$ cat config.mk
export PLATFORM = sky130hd
export DESIGN_NAME = cache_mesi_arbiter_flat
export DESIGN_NICKNAME = d
export VERILOG_FILES = /design/src/rtl/cache_mesi_arbiter_if.sv /design/src/rtl/cache_mesi_arbiter.sv /design/src/flat_wrapper.sv
export SDC_FILE = /design/constraint.sdc
export NUM_CORES = 1
export LEC_CHECK = 0
export ABC_AREA = 1
export CAP_MARGIN = 20
export CORE_UTILIZATION = 40
export CTS_CLUSTER_DIAMETER = 120
export DETAILED_ROUTE_END_ITERATION = 16
export PLACE_DENSITY = 0.79
export SLEW_MARGIN = 10
export SYNTH_ARGS = -nofsm -noshare
export SYNTH_HDL_FRONTEND = slang
export SYNTH_SLANG_ARGS = --single-unit
$ cat constraint.sdc
create_clock -name clk -period 2.76 [get_ports clk]
set_clock_uncertainty 0.05 [all_clocks]
set_input_delay 0.552 -clock clk [delete_from_list [all_inputs] [get_ports clk]]
set_output_delay 0.552 -clock clk [all_outputs]
set_load 0.005 [all_outputs]
$ cat src/rtl/cache_mesi_arbiter_if.sv
// Bus bundle for cache_mesi_arbiter: per-cache request/response ports, the shared
// directory/memory channel and the invalidate broadcast.
interface cache_mesi_arbiter_if #(
   parameter int NUM_PORTS  = 4,
   parameter int ADDR_WIDTH = 32
);
   localparam int ID_W = $clog2(NUM_PORTS);

   logic [NUM_PORTS-1:0]            req_valid;
   logic [NUM_PORTS-1:0]            req_ready;
   logic [2*NUM_PORTS-1:0]          req_op;
   logic [ADDR_WIDTH*NUM_PORTS-1:0] req_addr;

   logic                  mem_req_valid;
   logic                  mem_req_ready;
   logic [1:0]            mem_req_op;
   logic [ADDR_WIDTH-1:0] mem_req_addr;
   logic [ID_W-1:0]       mem_req_id;

   logic       mem_resp_valid;
   logic       mem_resp_ready;
   logic [1:0] mem_resp_op;

   logic [NUM_PORTS-1:0] resp_valid;
   logic [NUM_PORTS-1:0] resp_ready;
   logic [1:0]           resp_op;

   logic [NUM_PORTS-1:0]  inval_valid;
   logic [ADDR_WIDTH-1:0] inval_addr;

   // Arbiter side.
   modport slave (
      input  req_valid, req_op, req_addr, mem_req_ready, mem_resp_valid, mem_resp_op, resp_ready,
      output req_ready, mem_req_valid, mem_req_op, mem_req_addr, mem_req_id, mem_resp_ready,
             resp_valid, resp_op, inval_valid, inval_addr
   );

   // Caches + directory side.
   modport master (
      output req_valid, req_op, req_addr, mem_req_ready, mem_resp_valid, mem_resp_op, resp_ready,
      input  req_ready, mem_req_valid, mem_req_op, mem_req_addr, mem_req_id, mem_resp_ready,
             resp_valid, resp_op, inval_valid, inval_addr
   );
endinterface

$ cat src/rtl/cache_mesi_arbiter.sv
// Round-robin arbiter sharing one MESI channel between NUM_PORTS caches, one transaction in flight.
// Optional invalidate broadcast on exclusive requests: CACHE_MESI_ARBITER_INVALIDATE_EN.
module cache_mesi_arbiter #(
   parameter int NUM_PORTS  = 4,
   parameter int ADDR_WIDTH = 32
) (
   input logic                  clk,
   input logic                  rst,
   cache_mesi_arbiter_if.slave  bus
);
   localparam int ID_W = $clog2(NUM_PORTS);

   typedef enum logic [1:0] {OP_SHARED, OP_EXCL, OP_EXCL_DATA, OP_EVICT} cache_mesi_operation_t;
   typedef enum logic [1:0] {IDLE, ISSUE, WAIT, RESPOND} state_t;

   state_t                state, state_d;
   logic [ID_W-1:0]       rr_ptr, g_q, gnt;
   cache_mesi_operation_t op_q;
   logic [ADDR_WIDTH-1:0] addr_q;
   logic [1:0]            rsp_op_q;
   logic                  any_vld;
   logic [NUM_PORTS-1:0]  g_oh, req_ready_c, resp_valid_c;

   logic [NUM_PORTS-1:0][1:0]            op_a;
   logic [NUM_PORTS-1:0][ADDR_WIDTH-1:0] addr_a;

   for (genvar i = 0; i < NUM_PORTS; i++) begin : g_unpack
      assign op_a[i]   = bus.req_op[2*i +: 2];
      assign addr_a[i] = bus.req_addr[ADDR_WIDTH*i +: ADDR_WIDTH];
   end

   // Scan downward so the lowest offset from rr_ptr wins.
   always_comb begin
      logic [ID_W:0] sum;
      any_vld = |bus.req_valid;
      gnt     = '0;
      sum     = '0;
      for (int k = NUM_PORTS-1; k >= 0; k--) begin
         sum = {1'b0, rr_ptr} + (ID_W+1)'(k);
         if (sum >= (ID_W+1)'(NUM_PORTS)) sum = sum - (ID_W+1)'(NUM_PORTS);
         if (bus.req_valid[sum[ID_W-1:0]]) gnt = sum[ID_W-1:0];
      end
   end

   always_comb begin
      state_d = state;
      case (state)
         IDLE:    if (any_vld)                state_d = ISSUE;
         ISSUE:   if (bus.mem_req_ready)      state_d = WAIT;
         WAIT:    if (bus.mem_resp_valid)     state_d = RESPOND;
         RESPOND: if (bus.resp_ready[g_q])    state_d = IDLE;
         default:                             state_d = IDLE;
      endcase
   end

   always_ff @(posedge clk or posedge rst) begin
      if (rst) begin
         state    <= IDLE;
         rr_ptr   <= '0;
         g_q      <= '0;
         op_q     <= OP_SHARED;
         addr_q   <= '0;
         rsp_op_q <= '0;
      end else begin
         state <= state_d;
         if (state == IDLE && any_vld) begin
            g_q    <= gnt;
            op_q   <= cache_mesi_operation_t'(op_a[gnt]);
            addr_q <= addr_a[gnt];
         end
         if (state == WAIT && bus.mem_resp_valid) rsp_op_q <= bus.mem_resp_op;
         if (state == RESPOND && bus.resp_ready[g_q])
            rr_ptr <= (g_q == ID_W'(NUM_PORTS-1)) ? '0 : g_q + 1'b1;
      end
   end

   assign g_oh = {{(NUM_PORTS-1){1'b0}}, 1'b1} << g_q;

   // rst gates the only input-driven grant so outputs read 0 during reset.
   always_comb begin
      req_ready_c  = '0;
      resp_valid_c = '0;
      if (state == IDLE && any_vld && !rst) req_ready_c[gnt] = 1'b1;
      if (state == RESPOND) resp_valid_c = g_oh;
   end

   assign bus.req_ready      = req_ready_c;
   assign bus.mem_req_valid  = (state == ISSUE);
   assign bus.mem_req_op     = (state == ISSUE) ? op_q   : 2'b00;
   assign bus.mem_req_addr   = (state == ISSUE) ? addr_q : '0;
   assign bus.mem_req_id     = (state == ISSUE) ? g_q    : '0;
   assign bus.mem_resp_ready = (state == WAIT);
   assign bus.resp_valid     = resp_valid_c;
   assign bus.resp_op        = (state == RESPOND) ? rsp_op_q : 2'b00;

`ifdef CACHE_MESI_ARBITER_INVALIDATE_EN
   logic [NUM_PORTS-1:0]  inval_v;
   logic [ADDR_WIDTH-1:0] inval_a;

   // Pulse on the cycle the exclusive request is handed to the directory.
   always_comb begin
      inval_v = '0;
      inval_a = '0;
      if (state == ISSUE && bus.mem_req_ready && (op_q == OP_EXCL || op_q == OP_EXCL_DATA)) begin
         inval_v = ~g_oh;
         inval_a = addr_q;
      end
   end

   assign bus.inval_valid = inval_v;
   assign bus.inval_addr  = inval_a;
`else
   assign bus.inval_valid = '0;
   assign bus.inval_addr  = '0;
`endif
endmodule

$ cat src/flat_wrapper.sv
// flat-port wrapper written by rule: the top's interface ports become plain ports
module cache_mesi_arbiter_flat 
#(
   parameter int NUM_PORTS  = 4,
   parameter int ADDR_WIDTH = 32
)
  (clk, rst, bus_req_valid, bus_req_op, bus_req_addr, bus_mem_req_ready, bus_mem_resp_valid, bus_mem_resp_op, bus_resp_ready, bus_req_ready, bus_mem_req_valid, bus_mem_req_op, bus_mem_req_addr, bus_mem_req_id, bus_mem_resp_ready, bus_resp_valid, bus_resp_op, bus_inval_valid, bus_inval_addr);
  cache_mesi_arbiter_if #(.NUM_PORTS(NUM_PORTS), .ADDR_WIDTH(ADDR_WIDTH)) bus_i ();
  input logic clk;
  input logic rst;
  input wire logic [$bits(bus_i.req_valid)-1:0] bus_req_valid;
  input wire logic [$bits(bus_i.req_op)-1:0] bus_req_op;
  input wire logic [$bits(bus_i.req_addr)-1:0] bus_req_addr;
  input wire logic [$bits(bus_i.mem_req_ready)-1:0] bus_mem_req_ready;
  input wire logic [$bits(bus_i.mem_resp_valid)-1:0] bus_mem_resp_valid;
  input wire logic [$bits(bus_i.mem_resp_op)-1:0] bus_mem_resp_op;
  input wire logic [$bits(bus_i.resp_ready)-1:0] bus_resp_ready;
  output wire logic [$bits(bus_i.req_ready)-1:0] bus_req_ready;
  output wire logic [$bits(bus_i.mem_req_valid)-1:0] bus_mem_req_valid;
  output wire logic [$bits(bus_i.mem_req_op)-1:0] bus_mem_req_op;
  output wire logic [$bits(bus_i.mem_req_addr)-1:0] bus_mem_req_addr;
  output wire logic [$bits(bus_i.mem_req_id)-1:0] bus_mem_req_id;
  output wire logic [$bits(bus_i.mem_resp_ready)-1:0] bus_mem_resp_ready;
  output wire logic [$bits(bus_i.resp_valid)-1:0] bus_resp_valid;
  output wire logic [$bits(bus_i.resp_op)-1:0] bus_resp_op;
  output wire logic [$bits(bus_i.inval_valid)-1:0] bus_inval_valid;
  output wire logic [$bits(bus_i.inval_addr)-1:0] bus_inval_addr;
  assign bus_i.req_valid = bus_req_valid;
  assign bus_i.req_op = bus_req_op;
  assign bus_i.req_addr = bus_req_addr;
  assign bus_i.mem_req_ready = bus_mem_req_ready;
  assign bus_i.mem_resp_valid = bus_mem_resp_valid;
  assign bus_i.mem_resp_op = bus_mem_resp_op;
  assign bus_i.resp_ready = bus_resp_ready;
  assign bus_req_ready = bus_i.req_ready;
  assign bus_mem_req_valid = bus_i.mem_req_valid;
  assign bus_mem_req_op = bus_i.mem_req_op;
  assign bus_mem_req_addr = bus_i.mem_req_addr;
  assign bus_mem_req_id = bus_i.mem_req_id;
  assign bus_mem_resp_ready = bus_i.mem_resp_ready;
  assign bus_resp_valid = bus_i.resp_valid;
  assign bus_resp_op = bus_i.resp_op;
  assign bus_inval_valid = bus_i.inval_valid;
  assign bus_inval_addr = bus_i.inval_addr;
  cache_mesi_arbiter #(.NUM_PORTS(NUM_PORTS), .ADDR_WIDTH(ADDR_WIDTH)) u_core (.clk(clk), .rst(rst), .bus(bus_i));
endmodule
==> summary.md <==
The count of cells along the worst hold path is 2, and the sum of routed wire length over all layers is 12,300 µm. At the end of the flow the core is filled with cells to 61.2%. Once layout is complete, the cells apart from fillers number 1,060. For the number of max-slew violations in the final report, the log shows 0. Dividing the detail-routed via count by the number of cells gives 4.48. From synthesis to final layout, the design area changed by 48.2%. Dominant synthesized flop cell: sky130_fd_sc_hd__dfrtp_1.

The tool flagged a number of max-cap violations equal to 0. For the final routed database, the setup TNS stands at 0 ns. The repair_antennas step left the layout with diodes totalling 0.

The library cell used most frequently in the layout, excluding fill and tap cells, is sky130_fd_sc_hd__nand2_1. Measured along the y axis, the die boundary spans 105 µm. The clock transition time at the flip-flop clock pins of the worst setup and hold paths is 0.08 ns.

Traced cell by cell, the critical path runs through buf_4 > o21ai_1 > nand2_1 > nand3_2 > nand2_2 > nand2_4 > nand2_4 > buf_6 > nor3_4 > buf_2. At the worst endpoint, the required time is 2.16 ns. The routed wirelength normalized by instance count was 11.6 µm; the actual slew at the worst max-slew pin was 0.535 ns. In this run, CTS created clock tree buffers numbering 5. Final-report hold violation count: 0. The gate count of the mapped netlist came out at 736.

The run gives 1,081 as the net total in the final layout. The placer's final routability congestion estimate came out at 0.884. In this run the critical register-to-register path is launched from u_core.rr_ptr[0]$_DFFE_PP0P_.

The number of hold buffers added after CTS was 0. The cell family contributing the most delay on the critical path is simple AND/OR/NAND/NOR gates. Counting I/O delays and the setup requirement, the final critical path takes 2.60 ns. The design draws 6.64 mW. For the number of global-route vias before repair, the log shows 4,367. The setup check on the worst reg-to-reg path leaves a slack of 0.44 ns.

For the number of levels in the clock H-tree, the log shows 2. The tools report the worst reg2reg path endpoint as u_core.addr_q[28]$_DFFE_PP0N_. The async set or reset register ratio after synthesis came out at 100%.

Once detail routing completed, the nets flagged for antenna violations numbered 0. The first global-routing pass estimated 20,000 µm of wire. The number of warnings reported in the yosys synthesis log was 0; the initial antenna violation count was 0. The synthesized netlist occupies a cell area of 4280 µm². Across the VDD grid, the largest voltage drop is 0.000893 V. After the first detailed-routing iteration, the DRC count stood at 272. For this design, the sink count on the clock tree is 42.

The synthesized area per cell is 5.82 µm². On the critical path, the stage with the largest delay is an instance of sky130_fd_sc_hd__dfrtp_2. Hold timing on the final database bottoms out at a slack of 0.434 ns. Setup repair after global routing left no endpoint under its margin.

The worst setup path is of the reg2out kind. The starting density of the core was 41.3%. Counting tap cells, the placed design contains a total of 1,050 instances. The tools report the post-synthesis cell type count as 29. The type of origin of the critical path was a flip-flop. The synthesized design contains 0 enable-type register cells.

The number of buffers inserted by port buffering was 197; the I/O pin count was 234. In this run the static leakage power is 3.72 nW. The critical path contains buffers and inverters numbering 3 combined. The remaining max-slew budget at the tightest pin is 64.3%. Along the worst path, the maximum fanout reaches 7.

The run gives 6210 µm² as the post-place instance area. Entering global routing, the biggest net connects 43 pins. Launch point of the worst hold path: u_core.addr_q[9]$_DFFE_PP0N_. For this run, design rule violations remaining after detail routing come to 0.

The number of cells traversed by the worst register-to-register path came out at 16. Most numerous cell on the critical path: sky130_fd_sc_hd__nand2_4. In the layout the commonest cells are sky130_fd_sc_hd__nand2_1 (336), sky130_fd_sc_hd__clkdlybuf4s50_1 (189), sky130_fd_sc_hd__inv_1 (121). For the worst-skew pair, the clock arrives at the later sink with an insertion delay of 0.29 ns. STA puts the critical path data arrival time at 1.99 ns.

The number of iterations in the first detailed-routing pass came out at 6. The terminating pin of the worst hold path was u_core.addr_q[9]$_DFFE_PP0N_. The maximum clock frequency was 385 MHz. The post-route netlist has 8.33% of its cells at a drive strength greater than 1. The worst-case clock buffer depth came out at 2. Prior to clock tree synthesis, the placed netlist has a worst setup slack of -0.428 ns. The maximum single-stage delay on the critical path is 0.48 ns. Total global routing track utilization: 21.9%. The post-route clock period utilization came out at 94.1%. The total power divided by cell area is 1050 nW/µm². TritonCTS built the clock tree.

Across all layers, the routed design uses 4,750 vias. The root buffer cell chosen for the clock tree is sky130_fd_sc_hd__clkbuf_8. Once layout is done, the placed cells without fillers occupy 6350 µm².

The worst min-delay path category was reg2reg. Summing the sequential cell areas from Yosys gives 24.5% of the chip area. Summed over all nets, the half-perimeter wirelength after detailed placement is 9300 µm.

The area enclosed by the die boundary was 11,100 µm². The total core area was 10,400 µm². The horizontal die dimension is 105 µm. The run finished with clean final reports. The count of state elements after synthesis was 42. Setup violations remaining at the end of the flow were counted as 0. In this run the core area contains 37 standard-cell rows. Global routing finished with a remaining overflow of 0. Setup slack on the critical path of the routed design comes to 0.163 ns. The tools report the type of element capturing the critical path as a primary output.
tightest hold or removal path, delay by kind of cell, from the launching register on:
kind / cells / cell delay (ns)
simple gates: 2 / 0.10
flops: 1 / 0.35
cells in the mapped netlist (2+ instances only):
cell	instances	share of area (%)
sky130_fd_sc_hd__buf_6	4	1.1
sky130_fd_sc_hd__ha_1	8	2.3
sky130_fd_sc_hd__buf_2	19	2.2
sky130_fd_sc_hd__nand2_1	338	30
sky130_fd_sc_hd__mux2_2	2	0.53
sky130_fd_sc_hd__dfrtp_1	42	25
sky130_fd_sc_hd__nor2_1	7	0.61
sky130_fd_sc_hd__o21ai_0	7	0.82
sky130_fd_sc_hd__buf_4	41	7.2
sky130_fd_sc_hd__nor3_1	4	0.47
sky130_fd_sc_hd__nand3_1	88	10
sky130_fd_sc_hd__inv_2	3	0.26
sky130_fd_sc_hd__a21oi_1	3	0.35
sky130_fd_sc_hd__nand3_2	21	4.9
sky130_fd_sc_hd__buf_8	2	0.70
sky130_fd_sc_hd__clkinv_1	2	0.18
sky130_fd_sc_hd__nand2_4	2	0.53
sky130_fd_sc_hd__clkbuf_1	9	0.79
sky130_fd_sc_hd__inv_1	123	11
sky130_fd_sc_hd__nand2_2	2	0.29
flip-flops by register name, summed over array words and instances, names as in the netlist:
register and cells:
u_core.op_q 2, u_core.rsp_op_q 2, u_core.state 2, u_core.g_q 2
u_core.addr_q 32, u_core.rr_ptr 2
routing by layer:
metal	share of wire, %	GRT usage [%]	vias to the layer above
met4	1.3	4.46	0
li1	-	-	2485
met3	7.5	4.45	12
met2	49	40.3	177
met5	0	0	-
met1	43	26.2	2076
area by class of cell:
cell class,instances,area [µm²]
clock buffer,7,86.3
clock inverter,1,5.00
fill,1015,4020
inverter,128,484
multi-input combinational,525,2410
sequential,42,1050
tap,136,170
timing repair buffer,221,2140
worst max path at each step:
stage / startpoint / endpoint / cells after the start
after floorplan: rst / bus_req_ready[2] / 3
after global placement: bus_req_valid[1] / bus_req_ready[0] / 10
after detailed placement: bus_req_valid[1] / bus_req_ready[0] / 10
after CTS: bus_req_valid[2] / bus_req_ready[1] / 13
after global routing: u_core.rr_ptr[0]$_DFFE_PP0P_ / bus_req_ready[0] / 10
final: u_core.rr_ptr[0]$_DFFE_PP0P_ / bus_req_ready[0] / 10
timing repair:
item,4_1_cts,5_1_grt
setup buffers,1,1
gates resized for setup,21,9
setup endpoints to repair,4,4
pin swaps,4,1
report_power, final:
group          switching [mW]  internal, mW
registers               0.198         0.928
logic                    3.08          2.03
clock network           0.203         0.202
logic make-up (layout without fill, tap and decap cells):
family	Yosys count	after routing	share of synthesized area [%]
fa+ha+maj	8	8	2.34
xor+xnor	1	1	0.204
buf+inv	204	357	23.2
other cells	1	36	0.0875
simple gates	465	465	47.4
flops	42	42	24.5
compound gates	13	13	1.64
mux	2	2	0.526
No activity file was read; power rests on OpenSTA's default activity.
==> RTL change 1: new RTL, same flow settings <==
`ADDR_WIDTH` is set to 32 in 3 places; all go to 48.
--- a/src/rtl/cache_mesi_arbiter_if.sv
+++ b/src/rtl/cache_mesi_arbiter_if.sv
@@ -4,3 +4,3 @@
    parameter int NUM_PORTS  = 4,
-   parameter int ADDR_WIDTH = 32
+   parameter int ADDR_WIDTH = 48
 );
--- a/src/rtl/cache_mesi_arbiter.sv
+++ b/src/rtl/cache_mesi_arbiter.sv
@@ -4,3 +4,3 @@
    parameter int NUM_PORTS  = 4,
-   parameter int ADDR_WIDTH = 32
+   parameter int ADDR_WIDTH = 48
 ) (
--- a/src/flat_wrapper.sv
+++ b/src/flat_wrapper.sv
@@ -4,3 +4,3 @@
    parameter int NUM_PORTS  = 4,
-   parameter int ADDR_WIDTH = 32
+   parameter int ADDR_WIDTH = 48
 )
Ports: changed (resized bus_inval_addr, bus_mem_req_addr and bus_req_addr); port bits go from 234 to 330. The function was not compared with the original's and may differ.
==> RTL change 1 against the unedited design <==
Count of clock-buffer cells in the layout grew 3. Power rose by 35%. Register-to-register slack got worse by 130 ps. Sequential share of layout area up 1.2 points. Design area is 28% higher. Synthesized area rose by 19%. Sequential cell count is 16 higher. Routed wire length grew 50%. Worst setup slack worse by 53 ps. Critical path type unchanged. Critical endpoint is now bus_mem_req_addr[41].
==> RTL change 1: results (changes against the unedited design) <==
----------------------------------------------------
[Cells and area]
  # fillers ... 1,135 (+12%)
  Portion of the layout cell area used by non-clock buffers ... 36.5% (+2.7 points)
  Fraction of area in multi-input gates ... 35.6% (-2.3 points)
  Number of multi-input combinational cells in the layout ... 636 (+21%)
  Nonclk inv count ... 77 (-40%)

[Worst setup path]
  End of the worst register-to-register path ... u_core.addr_q[36]$_DFFE_PP0N_
  Max FO, Critical Path ... 32 (+25)
  Critical path's slowest cell ... clkdlybuf4s50_1
  Capturing instance or port of the critical path ... bus_mem_req_addr[41]

[Hold path]
  Critical hold path startpoint ... u_core.addr_q[41]$_DFFE_PP0N_
  Hold endpoint ... u_core.addr_q[41]$_DFFE_PP0N_

[Logic synthesis]
  Most area-consuming cells after synthesis ... dfrtp_1 28%, nand3_1 25%, nand2_1 21%
  Share of synthesized area occupied by flip-flops and latches ... 28.4% (+3.9 points)
  Count of distinct cell types in the synthesized netlist ... 25 (-14%)

[GRT]
  Met2 track utilization from global routing ... 48.7% (+8.4 points)
  Global Route Usage Sum ... 27.6% (+5.7 points)
  Pin count of the biggest net entering global routing ... 75 (+74%)
  Wire length of the first global-routing pass ... 28,400 µm (+42%)
  Routing usage on met1 ... 32.2% (+6.0 points)

[Power and ir drop]
  Worst supply voltage drop on vdd ... 0.688 mV (-23%)
  Power in combinational cells ... 6220 µW (+22%)

[Routing]
  Vias ... 6,244 (+31%)

[Placed design]
  Minimum setup slack after placement ... -383 ps (+45.1 ps)

[CTS]
  Clock latency on the worst-skew pair ... 320 ps (+30 ps)

[Run status]
  Result of the run ... finished, final reports clean

----------------------------------------------------
RTL change 1: changes by cell type after synthesis, moves of 2 or more:
cell      change
nand2_4       -2
buf_1         +8
nand3_1     +171
clkbuf_1      +5
buf_6         +2
nand3_2      -21
inv_1        -52
inv_2         +2
dfrtp_1      +16
buf_2        +10
buf_8         -2
nand2_1      -54
nor2_1        +3
buf_4        +15
RTL change 1: cells by family (layout without fill, tap and decap cells):
group,Yosys count,in the layout,share of synthesized area (%)
and+or+nand+nor,563,563,48.1
buffers and inverters,191,393,19.8
DFF,58,58,28.4
AOI/OAI and AO/OA,11,11,1.18
adders and majority gates,8,8,1.96
muxes,2,2,0.441
other,1,52,0.0735
RTL change 1: repair_timing:
action,4_1_cts,5_1_grt
hold endpoints to repair,0,0
pin swaps,1,3
hold buffers,0,0
endpoints found under the setup margin,4,14
resized for setup,15,14
gates cloned,0,0
setup buffers,0,2
RTL change 1: layer usage:
metal	wire length [µm]	share of wire, %
met1	7300	40
met2	9100	50
met3	1530	8.3
met4	441	2.4
met5	0	0
==> RTL change 2: new RTL, config.mk and constraints unchanged <==
Without the edit above. Re-encode `state_t` (4 states) as one-hot, 4 bits wide.
--- a/src/rtl/cache_mesi_arbiter.sv
+++ b/src/rtl/cache_mesi_arbiter.sv
@@ -13,3 +13,3 @@
    typedef enum logic [1:0] {OP_SHARED, OP_EXCL, OP_EXCL_DATA, OP_EVICT} cache_mesi_operation_t;
-   typedef enum logic [1:0] {IDLE, ISSUE, WAIT, RESPOND} state_t;
+   typedef enum logic [3:0] {IDLE = 4'b0001, ISSUE = 4'b0010, WAIT = 4'b0100, RESPOND = 4'b1000} state_t;
 
Formal check against the unedited RTL: no difference found for any inputs over 10 cycles, from zero or initial values and one cycle with rst high; not proved beyond that.
==> RTL change 2 against the unedited design <==
Sequential cell count grew 2. Non-clock buffer count shrank 4. Routed wire length rose by 5.6%. Power decreased by 14%. Design area fell by 0.37%. Worst setup slack worse by 100 ps. Synthesized area is essentially flat. Global-route usage increased by 1.4 points. Combinational power fell by 19%.
==> RTL change 2: results (changes against the unedited design) <==
----------------------------------------------------
[Logic synthesis]
  Synthesized-area fraction occupied by ao, oa, aoi and oai cells ... 2.60% (+0.96 points)
  Fraction of synthesized cell area in xor and xnor cells ... 0% (-0.20 points)
  Synth Area in Adders ... 1.17% (-1.2 points)
  Count of distinct cell types in the synthesized netlist ... 30 (+3.4%)
  Most area-consuming cells after synthesis ... dfrtp_1 25%, nand2_1 21%, nand3_1 16%

[Placed design]
  Minimum setup slack after placement ... -309 ps (+119 ps)
  Total placed instance area ... 6180 µm² (-0.52%)
  Routability Congestion ... 0.873 (-1.3%)

[Worst setup path]
  Setup slack on the worst flop-to-flop path ... 480 ps (+40 ps)
  Critical path's slowest cell ... clkdlybuf4s50_1
  Number of cell instances on the worst register-to-register path ... 13 (-3)
  End of the worst register-to-register path ... u_core.addr_q[18]$_DFFE_PP0N_
  CP Data Arrival Time ... 2100 ps (+110 ps)
  Max FO, Critical Path ... 4 (-3)

[Routing]
  1st-pass router iterations ... 5 (-1)
  Wire per inst ... 12.1 µm (+5.1%)
  Vias per inst ... 4.45 (-0.60%)
  Iteration-0 DRC Markers ... 195 (-28%)

[Hold path]
  Hold endpoint ... u_core.rsp_op_q[0]$_DFFE_PP0P_
  Critical hold path startpoint ... u_core.rsp_op_q[0]$_DFFE_PP0P_

[Cells and area]
  Count of nets after finishing ... 1,083 (+0.19%)
  Share of cells above drive strength 1 ... 6.45% (-1.9 points)
  # fillers ... 996 (-1.9%)

[Power and ir drop]
  Worst supply voltage drop on vdd ... 1.01 mV (+13%)
  Static leakage power ... 0.00349 µW (-6.2%)

[GRT]
  Wire length of the first global-routing pass ... 21,000 µm (+5.1%)
  Number of global-route vias before repair ... 4,420 (+1.2%)

[Run status]
  Result of the run ... finished, final reports clean

----------------------------------------------------
-- RTL change 2: how the worst max path moves through the flow --
stage,startpoint,to,slack (ps)
finish,bus_req_valid[1],bus_req_ready[1],60
global route,bus_req_valid[2],bus_req_ready[1],-30
CTS,bus_req_valid[1],bus_req_ready[1],-90
detailed placement,bus_req_valid[1],bus_req_ready[1],-310
global placement,bus_req_valid[1],bus_req_ready[1],-280
floorplan,rst,bus_req_ready[2],190
-- RTL change 2: cell type report --
class / instances / area (µm²) / share of cell area (%)
sequential: 44 / 1100 / 17.4
inverter: 160 / 603 / 9.53
timing repair buffer: 217 / 2130 / 33.6
clock inverter: 1 / 5.00 / 0.0791
clock buffer: 7 / 76.3 / 1.21
tap: 136 / 170 / 2.69
multi-input combinational: 501 / 2240 / 35.5
-- RTL change 2: through the flow --
| step | instances | hold WS (ps) |
|---|---|---|
| floorplan | 781 | 431 |
| global placement | 1055 | 450 |
| finish | 1066 | 492 |
| CTS | 1066 | 480 |
| global route | 1066 | 536 |
| detailed placement | 1055 | 461 |
-- RTL change 2: worst max-delay path, delay by kind of cell --
kind / cells / cell delay (ps)
buffers and inverters: 4 / 780
AND/OR/NAND/NOR: 9 / 740
-- RTL change 2: timing repair --
item                       CTS  global route
resized for setup            9            18
cloned                       0             0
setup endpoints to repair    4            10
pin swaps                    2             4
buffers inserted             3             0
-- RTL change 2: metal layers --
metal	part of all wire, %	global-route usage (%)	routed length, µm
met1	42	27.9	5460
met2	50	42.2	6440
met3	5.9	3.65	761
met4	2.2	7.34	284
met5	0	0	0
-- RTL change 2: kinds of logic after synthesis --
| logic type | Yosys count |
|---|---|
| other | 1 |
| adders and majority gates | 4 |
| and+or+nand+nor | 444 |
| DFF | 44 |
| buffers and inverters | 236 |
| AOI/OAI and AO/OA | 17 |
-- RTL change 2: where the power goes --
| part | internal (µW) | switching, µW | total, µW |
|---|---|---|---|
| logic | 1550 | 2570 | 4120 |
| registers | 978 | 185 | 1160 |
| clock network | 178 | 223 | 401 |
